--- config.mk ---
export PLATFORM = sky130hd
export DESIGN_NAME = piso_serializer_flat
export DESIGN_NICKNAME = d
export VERILOG_FILES = /design/src/rtl/piso_serializer_if.sv /design/src/rtl/piso_serializer.sv /design/src/flat_wrapper.sv
export SDC_FILE = /design/constraint.sdc
export NUM_CORES = 1
export LEC_CHECK = 0
export BUFFER_PORTS_ARGS = -buffer_cell sky130_fd_sc_hd__buf_4
export CAP_MARGIN = 25
export CORE_AREA = 2 2 39 41
export DETAILED_ROUTE_END_ITERATION = 7
export DIE_AREA = 0 0 41 43
export SYNTH_ARGS = -nofsm -noshare
export SYNTH_HDL_FRONTEND = slang
export SYNTH_SLANG_ARGS = --single-unit
--- constraint.sdc ---
create_clock -name clk -period 1.85 [get_ports clk]
set_input_delay 0.37 -clock clk [delete_from_list [all_inputs] [get_ports clk]]
set_output_delay 0.37 -clock clk [all_outputs]
set_load 0.1 [all_outputs]
--- src/rtl/piso_serializer_if.sv ---
// Word-in / bit-out bundle between an upstream producer, the serializer and the downstream SISO pins.
interface piso_serializer_if #(
  parameter int unsigned DW = 4
);
  logic [DW-1:0] din;
  logic          din_valid;
  logic          din_ready;
  logic          hold;
  logic          ser_out;
  logic          ser_enb;
  logic          busy;
  logic          done;

  modport master (
    output din, din_valid, hold,
    input  din_ready, ser_out, ser_enb, busy, done
  );

  modport slave (
    input  din, din_valid, hold,
    output din_ready, ser_out, ser_enb, busy, done
  );
endinterface

--- src/rtl/piso_serializer.sv ---
// Parallel-in/serial-out serializer: takes a DW-bit word on a valid/ready handshake
// and emits one qualified bit per cycle for a right-shifting SISO downstream.
module piso_serializer #(
  parameter int unsigned DW        = 4,
  parameter bit          LSB_FIRST = 1'b1
) (
  input  logic              clk,
  input  logic              rst,
  piso_serializer_if.slave  bus
);

  localparam int unsigned CW = $clog2(DW);
  localparam logic [CW-1:0] LAST_CNT = CW'(DW - 1);

  typedef enum logic {
    IDLE  = 1'b0,
    SHIFT = 1'b1
  } state_t;

  state_t        state;
  logic [DW-1:0] shreg;
  logic [CW-1:0] cnt;

  logic shifting_c;
  logic last_c;
  logic accept_c;

  // Output decode depends only on registers and hold, never on din_valid.
  assign shifting_c    = (state == SHIFT) && !bus.hold;
  assign last_c        = shifting_c && (cnt == LAST_CNT);
  assign bus.din_ready = (state == IDLE) || last_c;
  assign accept_c      = bus.din_valid && bus.din_ready;

  assign bus.busy    = (state == SHIFT);
  assign bus.ser_enb = shifting_c;
  assign bus.done    = last_c;
  assign bus.ser_out = (state == SHIFT) ? (LSB_FIRST ? shreg[0] : shreg[DW-1]) : 1'b0;

  // A word accepted on the last bit reloads in place, giving zero-bubble back-to-back words.
  always_ff @(posedge clk or negedge rst) begin
    if (!rst) begin
      state <= IDLE;
      shreg <= '0;
      cnt   <= '0;
    end else if (accept_c) begin
      state <= SHIFT;
      shreg <= bus.din;
      cnt   <= '0;
    end else if (shifting_c) begin
      if (last_c) begin
        state <= IDLE;
      end else begin
        shreg <= LSB_FIRST ? {1'b0, shreg[DW-1:1]} : {shreg[DW-2:0], 1'b0};
        cnt   <= cnt + CW'(1);
      end
    end
  end

endmodule

--- src/flat_wrapper.sv ---
// flat-port wrapper written by rule: the top's interface ports become plain ports
module piso_serializer_flat 
#(
  parameter int unsigned DW        = 4,
  parameter bit          LSB_FIRST = 1'b1
)
  (clk, rst, bus_din, bus_din_valid, bus_hold, bus_din_ready, bus_ser_out, bus_ser_enb, bus_busy, bus_done);
  piso_serializer_if #(.DW(DW)) bus_i ();
  input  logic clk;
  input  logic rst;
  input wire logic [$bits(bus_i.din)-1:0] bus_din;
  input wire logic [$bits(bus_i.din_valid)-1:0] bus_din_valid;
  input wire logic [$bits(bus_i.hold)-1:0] bus_hold;
  output wire logic [$bits(bus_i.din_ready)-1:0] bus_din_ready;
  output wire logic [$bits(bus_i.ser_out)-1:0] bus_ser_out;
  output wire logic [$bits(bus_i.ser_enb)-1:0] bus_ser_enb;
  output wire logic [$bits(bus_i.busy)-1:0] bus_busy;
  output wire logic [$bits(bus_i.done)-1:0] bus_done;
  assign bus_i.din = bus_din;
  assign bus_i.din_valid = bus_din_valid;
  assign bus_i.hold = bus_hold;
  assign bus_din_ready = bus_i.din_ready;
  assign bus_ser_out = bus_i.ser_out;
  assign bus_ser_enb = bus_i.ser_enb;
  assign bus_busy = bus_i.busy;
  assign bus_done = bus_i.done;
  piso_serializer #(.DW(DW), .LSB_FIRST(LSB_FIRST)) u_core (.clk(clk), .rst(rst), .bus(bus_i));
endmodule
**After elaboration in Yosys (flattened, before gate mapping)**

Index checks and enable logic that the tools add are counted.

- $add $sub $neg: 1
- $mul: 0
- Shift-type cells: 0
- $lt $le $gt $ge: 0
- Bitwise operators: 1
- Reduce and logical (&&, ||, !) cells: 9
- Divide/modulo/power cells: 0
- Equality and inequality tests: 2
- Mux-type cells: 10

Operators with widths:

| operator | number |
|---|---|
| $mux W4 | 3 |
| $mux W2 | 3 |
| $mux W1 | 4 |
| $reduce_and A2 Y1 | 2 |
| $reduce_bool A2 Y1 | 2 |
| $logic_and A1 B1 Y1 | 3 |
| $add A2 B1 Y2 const B | 1 |
| $eq A2 B2 Y1 const B | 1 |
| $ne A2 B2 Y1 const B | 1 |
| $logic_not A1 Y1 | 1 |
| $logic_or A1 B1 Y1 | 1 |
| $not A1 Y1 | 1 |

- Bits in latches: 0
- Memories: 0
- Bits in registers: 7
- Bits in writable memories: 0
- Input bits: 8
- Output and inout port bits: 5
- Memory bits (read-only): 0
- Word-level logic and storage cells: 26

**Longest topological paths before layout**

Gate-level depths: netlist of the first run.

- Depth in word-level cells: 7
- Gate-level depth with buffers: 4
- Mapped depth without buffers: 4

**Worst setup path before layout of the first run**

Ideal clock, no wire load.

- Path type: register -> output
- Start point: register u_core.state (netlist: u_core.bus.busy)
- End point: output port bus_done
- Stages on the path, launching flop included: 3
- Data arrival time: 3216 ps
- Slack: -1736 ps
- Buffers on the path: 0
- Data required time: 1480 ps
- Cells stage by stage: dfrtp_1 inv_2 nor3_1

- Cells in the longest elaborated chain, start to end: 2

Ends and longest elaborated chain:

| what | line | text |
|---|---|---|
| from (decl) | piso_serializer.sv:20 | `state_t state;` |
| from (signal assigned) | piso_serializer.sv:42 | `state <= IDLE;` |
| from (signal assigned) | piso_serializer.sv:46 | `state <= SHIFT;` |
| from (signal assigned) | piso_serializer.sv:51 | `state <= IDLE;` |
| $logic_and A1 B1 Y1 | piso_serializer.sv:29 | `assign shifting_c = (state == SHIFT) && !bus.hold;` |
| $logic_and A1 B1 Y1 | piso_serializer.sv:30 | `assign last_c = shifting_c && (cnt == LAST_CNT);` |
| to (decl) | flat_wrapper.sv:18 | `output wire logic [$bits(bus_i.done)-1:0] bus_done;` |

No other way between the ends.

**Final worst setup path of the first run**

- Start point: register u_core.cnt[0]
- End point: output port bus_din_ready

- Cells in the longest elaborated chain, start to end: 3

Ends and longest elaborated chain:

| what | line | text |
|---|---|---|
| from (decl) | piso_serializer.sv:22 | `logic [CW-1:0] cnt;` |
| from (signal assigned) | piso_serializer.sv:54 | `cnt <= cnt + CW'(1);` |
| $eq A2 B2 Y1 | piso_serializer.sv:30 |  |
| $logic_and A1 B1 Y1 | piso_serializer.sv:30 |  |
| $logic_or A1 B1 Y1 | piso_serializer.sv:31 | `assign bus.din_ready = (state == IDLE) \|\| last_c;` |
| to (decl) | flat_wrapper.sv:14 | `output wire logic [$bits(bus_i.din_ready)-1:0] bus_din_ready;` |

No other way between the ends.

==> results of run 1 <==
-- cell usage after synthesis --
cell,count
sky130_fd_sc_hd__o21ai_1,1
sky130_fd_sc_hd__nor2b_1,5
sky130_fd_sc_hd__buf_2,1
sky130_fd_sc_hd__o21ai_2,1
sky130_fd_sc_hd__nor3b_4,1
sky130_fd_sc_hd__nor3_1,4
sky130_fd_sc_hd__inv_2,2
sky130_fd_sc_hd__xnor2_1,1
sky130_fd_sc_hd__a21oi_1,2
sky130_fd_sc_hd__o221a_1,3
sky130_fd_sc_hd__nand2b_1,1
sky130_fd_sc_hd__ha_1,1
sky130_fd_sc_hd__nor2_1,1
sky130_fd_sc_hd__mux2_4,1
sky130_fd_sc_hd__o21ai_0,3
sky130_fd_sc_hd__mux2i_1,1
sky130_fd_sc_hd__dfrtp_1,7
sky130_fd_sc_hd__a21o_1,1
sky130_fd_sc_hd__and2_1,1
-- stage by stage --
stage / area [sq um] / util (%) / power, mW
2_1_floorplan: 434.2 / - / 0.7799
3_3_place_gp: 539.3 / 38.97 / 0.8905
3_5_place_dp: 539.3 / 38.97 / 0.8890
4_1_cts: 585.6 / 42.31 / 1.048
5_1_grt: 599.3 / 43.31 / 1.146
6_report: 599.3 / 43.31 / 1.071
-- layer usage --
metal	GRT usage, %	part of all wire (%)	vias up	routed length (um)
met3	3.141	6.8	2	56
li1	-	-	170	-
met4	8.000	2.7	0	22
met5	0	0	-	0
met1	17.88	49	142	406
met2	14.69	41	12	336
-- worst max path at each step --
stage                                      from             to  slack (ns)
floorplan           u_core.bus.busy$_DFFE_PN0P_       bus_done       -0.09
global placement      u_core.cnt[0]$_DFFE_PN0P_  bus_din_ready        0.22
detailed placement    u_core.cnt[0]$_DFFE_PN0P_  bus_din_ready        0.16
CTS                   u_core.cnt[0]$_DFFE_PN0P_  bus_din_ready        0.03
global route          u_core.cnt[0]$_DFFE_PN0P_  bus_din_ready        0.03
finish                u_core.cnt[0]$_DFFE_PN0P_  bus_din_ready        0.11
-- layout make-up --
class | instances | area, sq um | area share [%]
Clock buffer | 4 | 26.28 | 4.384
Inverter | 2 | 7.507 | 1.253
Multi-Input combinational cell | 28 | 255.2 | 42.59
Sequential cell | 7 | 178.9 | 29.85
Tap cell | 16 | 20.02 | 3.340
Timing Repair Buffer | 13 | 111.4 | 18.58
-- sequential cells by signal, summed over array words and instances, names as in the netlist --
| register | count |
|---|---|
| u_core.bus.busy | 1 |
| u_core.shreg | 4 |
| u_core.cnt | 2 |
-- where the power goes --
group	leakage, nW	internal, mW	total [mW]	switching (mW)
clock	0.0150	0.0821	0.135	0.0531
sequential	0.0810	0.224	0.294	0.0694
combinational	0.153	0.240	0.642	0.402
-- kinds of logic after synthesis --
logic type	count (synthesis)	share of synthesized area (%)
simple gates	13	21.56
compound gates	11	20.00
mux	2	6.249
fa+ha+maj	1	3.125
xor+xnor	1	2.188
buf+inv	3	3.125
flops	7	43.75
-- repair_timing --
| action | in CTS | in global routing |
|---|---|---|
| pin swaps | 0 | 0 |
| hold buffers | 1 | 0 |
| endpoints found under the hold margin | 7 | 0 |
| gates resized for setup | 3 | 2 |
| endpoints found under the setup margin | 2 | 2 |
==> reports/metrics.csv, run 1 <==
metric,value,unit
run status,"complete, no violations",
cell with the biggest individual delay on the critical path,sky130_fd_sc_hd__dfrtp_1,
YS warnings,0,
clock latency on the worst-skew pair,0.24,ns
area grow syn2layout,49.69,%
Reg-to-Reg Start,u_core.cnt[0]$_DFFE_PN0P_,
count of boundary I/O pins,13,
hold violation count in the final report,0,
total routing resource utilization after global routing,12.06,%
Netlist cell types,19,
number of antenna violations at the first check in global routing,0,
maximum single-stage delay on the critical path,0.41,ns
unrepaired setup endpoints after global routing,no,
critical path type,reg2out,
Die Span X,41,um
proportion of layout cells with a drive suffix above 1,46.30,%
Clock transition at path regs,0.06,ns
buffer levels on the longest clock path,2,
worst slew pin tran,0.2775,ns
kind of cell with the highest combined delay on the critical path,flip-flops,
Sinks on Clock Net,7,
areal power density over the cells,1787,nW/um^2
gr ovfl total,0,
CTS tree,built,
final wirelength,822,um
Worst Hold Slack,0.3271,ns
largest cells by area after synthesis,"sky130_fd_sc_hd__dfrtp_1, sky130_fd_sc_hd__o221a_1, sky130_fd_sc_hd__nor2b_1, sky130_fd_sc_hd__nor3_1, sky130_fd_sc_hd__nor3b_4",
total of flip-flops plus latches after synthesis,7,
element type at the critical path end,primary output,
library cell occupying the most area in the post-synthesis netlist,sky130_fd_sc_hd__dfrtp_1,
worst hold path cell count,2,
logic depth of the worst setup path including buffers,4,
Crit path required time,1.48,ns
cell row count,14,
starting density of the core,28.93,%
Critical Path Start Type,register,
maximum fanout along the worst path,6,
CTS Buf Count,3,
min Tclk post-route,1.736,ns
Post-Syn Area,400.4,sq um
pin count of the biggest net entering global routing,12,
post-route worst setup slack,0.1142,ns
peak supply drop,640.8,uV
final routed DRC violation total,0,
Routed wire per std cell,11.74,um
DRT Pass-1 Iters,4,
final antenna diode count,0,
Slew headroom,81.65,%
Hold/Removal Path Class,in2reg,
setup total negative slack,0,ns
gate count of the mapped netlist,38,
Final setup violation count,0,
count of filler cells inserted in the layout,128,
crit-path cells,ha_4 -> inv_2 -> o21ai_4 -> buf_8,
DR vias,326,
final cell count without fillers,70,
Final Slew Violations,0,
end of the worst register-to-register path,u_core.shreg[3]$_DFFE_PN0P_,
global-route wire length before repair,1.380,mm
pre-CTS setup slack,0.1631,ns
worst hold start,bus_din_valid,
CTS root buffer,sky130_fd_sc_hd__clkbuf_4,
hold worst-path end,u_core.cnt[0]$_DFFE_PN0P_,
die height,43,um
fraction of the yosys area taken by sequential cells,43.75,%
maximum clock rate,576.1,MHz
DPL Wire Length,593.8,um
max-cap check violation count,0,
internal reg-to-reg setup slack,0.42,ns
"commonest non-fill, non-tap cell in the layout",sky130_fd_sc_hd__buf_4,
number of nets in the final layout,64,
leakage,0.2485,nW
via density per instance,4.657,
Synth top area share,43.75,%
DR iter-0 viols,7,
post-CTS setup buffers,0,
mean cell area of the mapped netlist,10.54,sq um
crit path buf inv count,2,
via count of the first global-routing pass,326,
core area,1384,sq um
most used cells in the layout excluding fill and tap cells,"sky130_fd_sc_hd__buf_4, sky130_fd_sc_hd__dfrtp_1, sky130_fd_sc_hd__nor2b_1",
count of nets left with antenna violations after detail routing,0,
cell depth of the worst flop-to-flop path,4,
setup clock skew after layout,0.006770,ns
number of buffers added on ports,12,
worst endpoint data arrival time,1.37,ns
final cycle utilization of the critical path,93.82,%
synthesized netlist net count,47,
die outline area,1763,sq um
number of H-tree levels,1,
Final GP Congestion,0.7117,
post-placement cell count,65,
(Power assumes the default switching activity.)
==> inputs of run 2 (changes only) <==
--- a/config.mk
+++ b/config.mk
@@ -7,9 +7,13 @@
 export LEC_CHECK = 0
 export BUFFER_PORTS_ARGS = -buffer_cell sky130_fd_sc_hd__buf_4
 export CAP_MARGIN = 25
-export CORE_AREA = 2 2 39 41
+export CELL_PAD_IN_SITES_DETAIL_PLACEMENT = 1
+export CELL_PAD_IN_SITES_GLOBAL_PLACEMENT = 2
+export CORE_MARGIN = 2
+export CORE_UTILIZATION = 27
+export CTS_CLUSTER_SIZE = 20
 export DETAILED_ROUTE_END_ITERATION = 7
-export DIE_AREA = 0 0 41 43
+export PLACE_DENSITY_LB_ADDON = 0.1
 export SYNTH_ARGS = -nofsm -noshare
 export SYNTH_HDL_FRONTEND = slang
 export SYNTH_SLANG_ARGS = --single-unit
==> reports/metrics.csv, run 2 (synthesis gave the netlist of run 1 again) <==
metric,value,unit,change
total routing resource utilization after global routing,14.36,%,was 12.06%
DRT Pass-1 Iters,2,,was 4
count of boundary I/O pins,13,,unchanged
DR iter-0 viols,4,,was 7
Slew headroom,81.48,%,was 81.65%
pin count of the biggest net entering global routing,12,,unchanged
Final GP Congestion,0.7230,,was 0.7117
DR vias,340,,was 326
Area after DPL,538.0,sq um,was 539.3 sq um
gr ovfl total,0,,unchanged
Final Slew Violations,0,,unchanged
Die Span X,42.51,um,was 41 um
final cycle utilization of the critical path,95.64,%,was 93.82%
hold violation count in the final report,0,,unchanged
number of H-tree levels,1,,unchanged
clock latency on the worst-skew pair,0.25,ns,was 0.24 ns
final routed DRC violation total,0,,unchanged
setup clock skew after layout,0.0007463,ns,was 0.006770 ns
crit path buf inv count,2,,unchanged
maximum clock rate,565.2,MHz,was 576.1 MHz
"Non-Filler Cell Area, Final",601.8,sq um,was 599.3 sq um
post-CTS setup buffers,0,,unchanged
run status,"complete, no violations",,unchanged
final wirelength,1.059,mm,was 822 um
unrepaired setup endpoints after global routing,no,,unchanged
Clock transition at path regs,0.06,ns,about the same
min Tclk post-route,1.769,ns,was 1.736 ns
Worst Hold Slack,0.3280,ns,was 0.3271 ns
DPL Wire Length,823.8,um,was 593.8 um
Critical Path Start Type,register,,unchanged
leakage,0.2496,nW,was 0.2485 nW
kind of cell with the highest combined delay on the critical path,flip-flops,,unchanged
element type at the critical path end,primary output,,unchanged
area grow syn2layout,50.31,%,was 49.69%
Crit path required time,1.48,ns,about the same
cell row count,13,,was 14
core area,1350,sq um,was 1384 sq um
global-route wire length before repair,1.787,mm,was 1.380 mm
starting density of the core,29.66,%,was 28.93%
number of antenna violations at the first check in global routing,0,,unchanged
critical path type,reg2out,,unchanged
Sinks on Clock Net,7,,unchanged
crit-path cells,ha_4 -> inv_2 -> o21ai_4 -> buf_8,,unchanged
maximum single-stage delay on the critical path,0.42,ns,was 0.41 ns
maximum fanout along the worst path,6,,unchanged
Hold/Removal Path Class,in2reg,,unchanged
final antenna diode count,0,,unchanged
via density per instance,4.928,,was 4.657
via count of the first global-routing pass,369,,was 326
Final setup violation count,0,,unchanged
count of nets left with antenna violations after detail routing,0,,unchanged
max-cap check violation count,0,,unchanged
count of filler cells inserted in the layout,164,,was 128
number of nets in the final layout,64,,unchanged
number of buffers added on ports,12,,unchanged
CTS Buf Count,3,,unchanged
die height,42.51,um,was 43 um
CTS root buffer,sky130_fd_sc_hd__clkbuf_4,,unchanged
worst endpoint data arrival time,1.40,ns,was 1.37 ns
worst slew pin tran,0.2801,ns,was 0.2775 ns
buffer levels on the longest clock path,2,,unchanged
Critical Path Source,u_core.cnt[0]$_DFFE_PN0P_,,unchanged
Routed wire per std cell,15.35,um,was 11.74 um
worst hold start,bus_din_valid,,unchanged
"commonest non-fill, non-tap cell in the layout",sky130_fd_sc_hd__buf_4,,unchanged
register with the highest flop count,u_core.shreg,,unchanged
Reg-to-Reg Start,u_core.cnt[0]$_DFFE_PN0P_,,unchanged
proportion of layout cells with a drive suffix above 1,46.30,%,unchanged
peak supply drop,983.9,uV,was 640.8 uV
CTS tree,built,,unchanged
die outline area,1807,sq um,was 1763 sq um
cell with the biggest individual delay on the critical path,sky130_fd_sc_hd__dfrtp_1,,unchanged
number of flip-flops under the largest register name,4,,unchanged
areal power density over the cells,1851,nW/um^2,was 1787 nW/um^2
most used cells in the layout excluding fill and tap cells,"sky130_fd_sc_hd__buf_4, sky130_fd_sc_hd__dfrtp_1, sky130_fd_sc_hd__nor2b_1",,unchanged
-- run 2: cell count changes in the layout (fill, tap and decap cells not counted) --
cell / delta
sky130_fd_sc_hd__buf_6: -1
sky130_fd_sc_hd__buf_8: +1
-- run 2: where the power goes --
part,internal [mW],switching (mW)
Clock,0.0829,0.0651
Sequential,0.224,0.0735
Combinational,0.250,0.418
Total,0.557,0.557
-- run 2: layout make-up --
cell class	count	area, sq um	share of cell area (%)
well taps	15	18.77	3.119
repair buffers	13	115.1	19.13
flip-flops and latches	7	178.9	29.73
inverters	2	7.507	1.247
multi-input cells	28	255.2	42.41
clock buffers	4	26.28	4.366
-- run 2: worst paths after layout --
check	endpoint	slack, ns	cells after the start
max in group asynchronous	u_core.bus.busy$_DFFE_PN0P_	1.24	2
worst min register to register	u_core.shreg[0]$_DFFE_PN0P_	0.58	1
worst max-delay path	bus_din_ready	0.08	4
worst max register to register	u_core.shreg[3]$_DFFE_PN0P_	0.39	4
min in group asynchronous	u_core.shreg[0]$_DFFE_PN0P_	0.46	2
worst min-delay path	u_core.cnt[0]$_DFFE_PN0P_	0.33	2
-- run 2: metal layers --
layer,GRT usage (%),wire length [um]
met5,0,0
met3,9.483,65
met1,16.54,488
met4,3.750,0
met2,21.85,505
-- run 2: what timing repair did --
action | 4_1_cts | 5_1_grt
setup endpoints to repair | 2 | 2
endpoints found under the hold margin | 7 | 0
gates resized for setup | 3 | 3
hold buffers | 1 | 0
-- run 2: worst reg2reg max path, stage by stage (launching register included) --
cell and delay, ns:
sky130_fd_sc_hd__dfrtp_1 0.43, sky130_fd_sc_hd__ha_4 0.21, sky130_fd_sc_hd__nor2b_1 0.14, sky130_fd_sc_hd__o21ai_2 0.24
sky130_fd_sc_hd__mux2_4 0.33
-- run 2: per-stage QoR --
stage	std cells	setup TNS (ns)	util (%)	power [mW]	worst slack [ns]
after floorplan	38	-0.09361	-	0.7799	-0.09361
after global placement	64	0	39.85	0.8927	0.2122
after detailed placement	64	0	39.85	0.9172	0.1548
after CTS	69	0	43.28	1.089	0.01159
after global routing	69	0	44.58	1.188	0.01398
final	69	0	44.58	1.114	0.08061
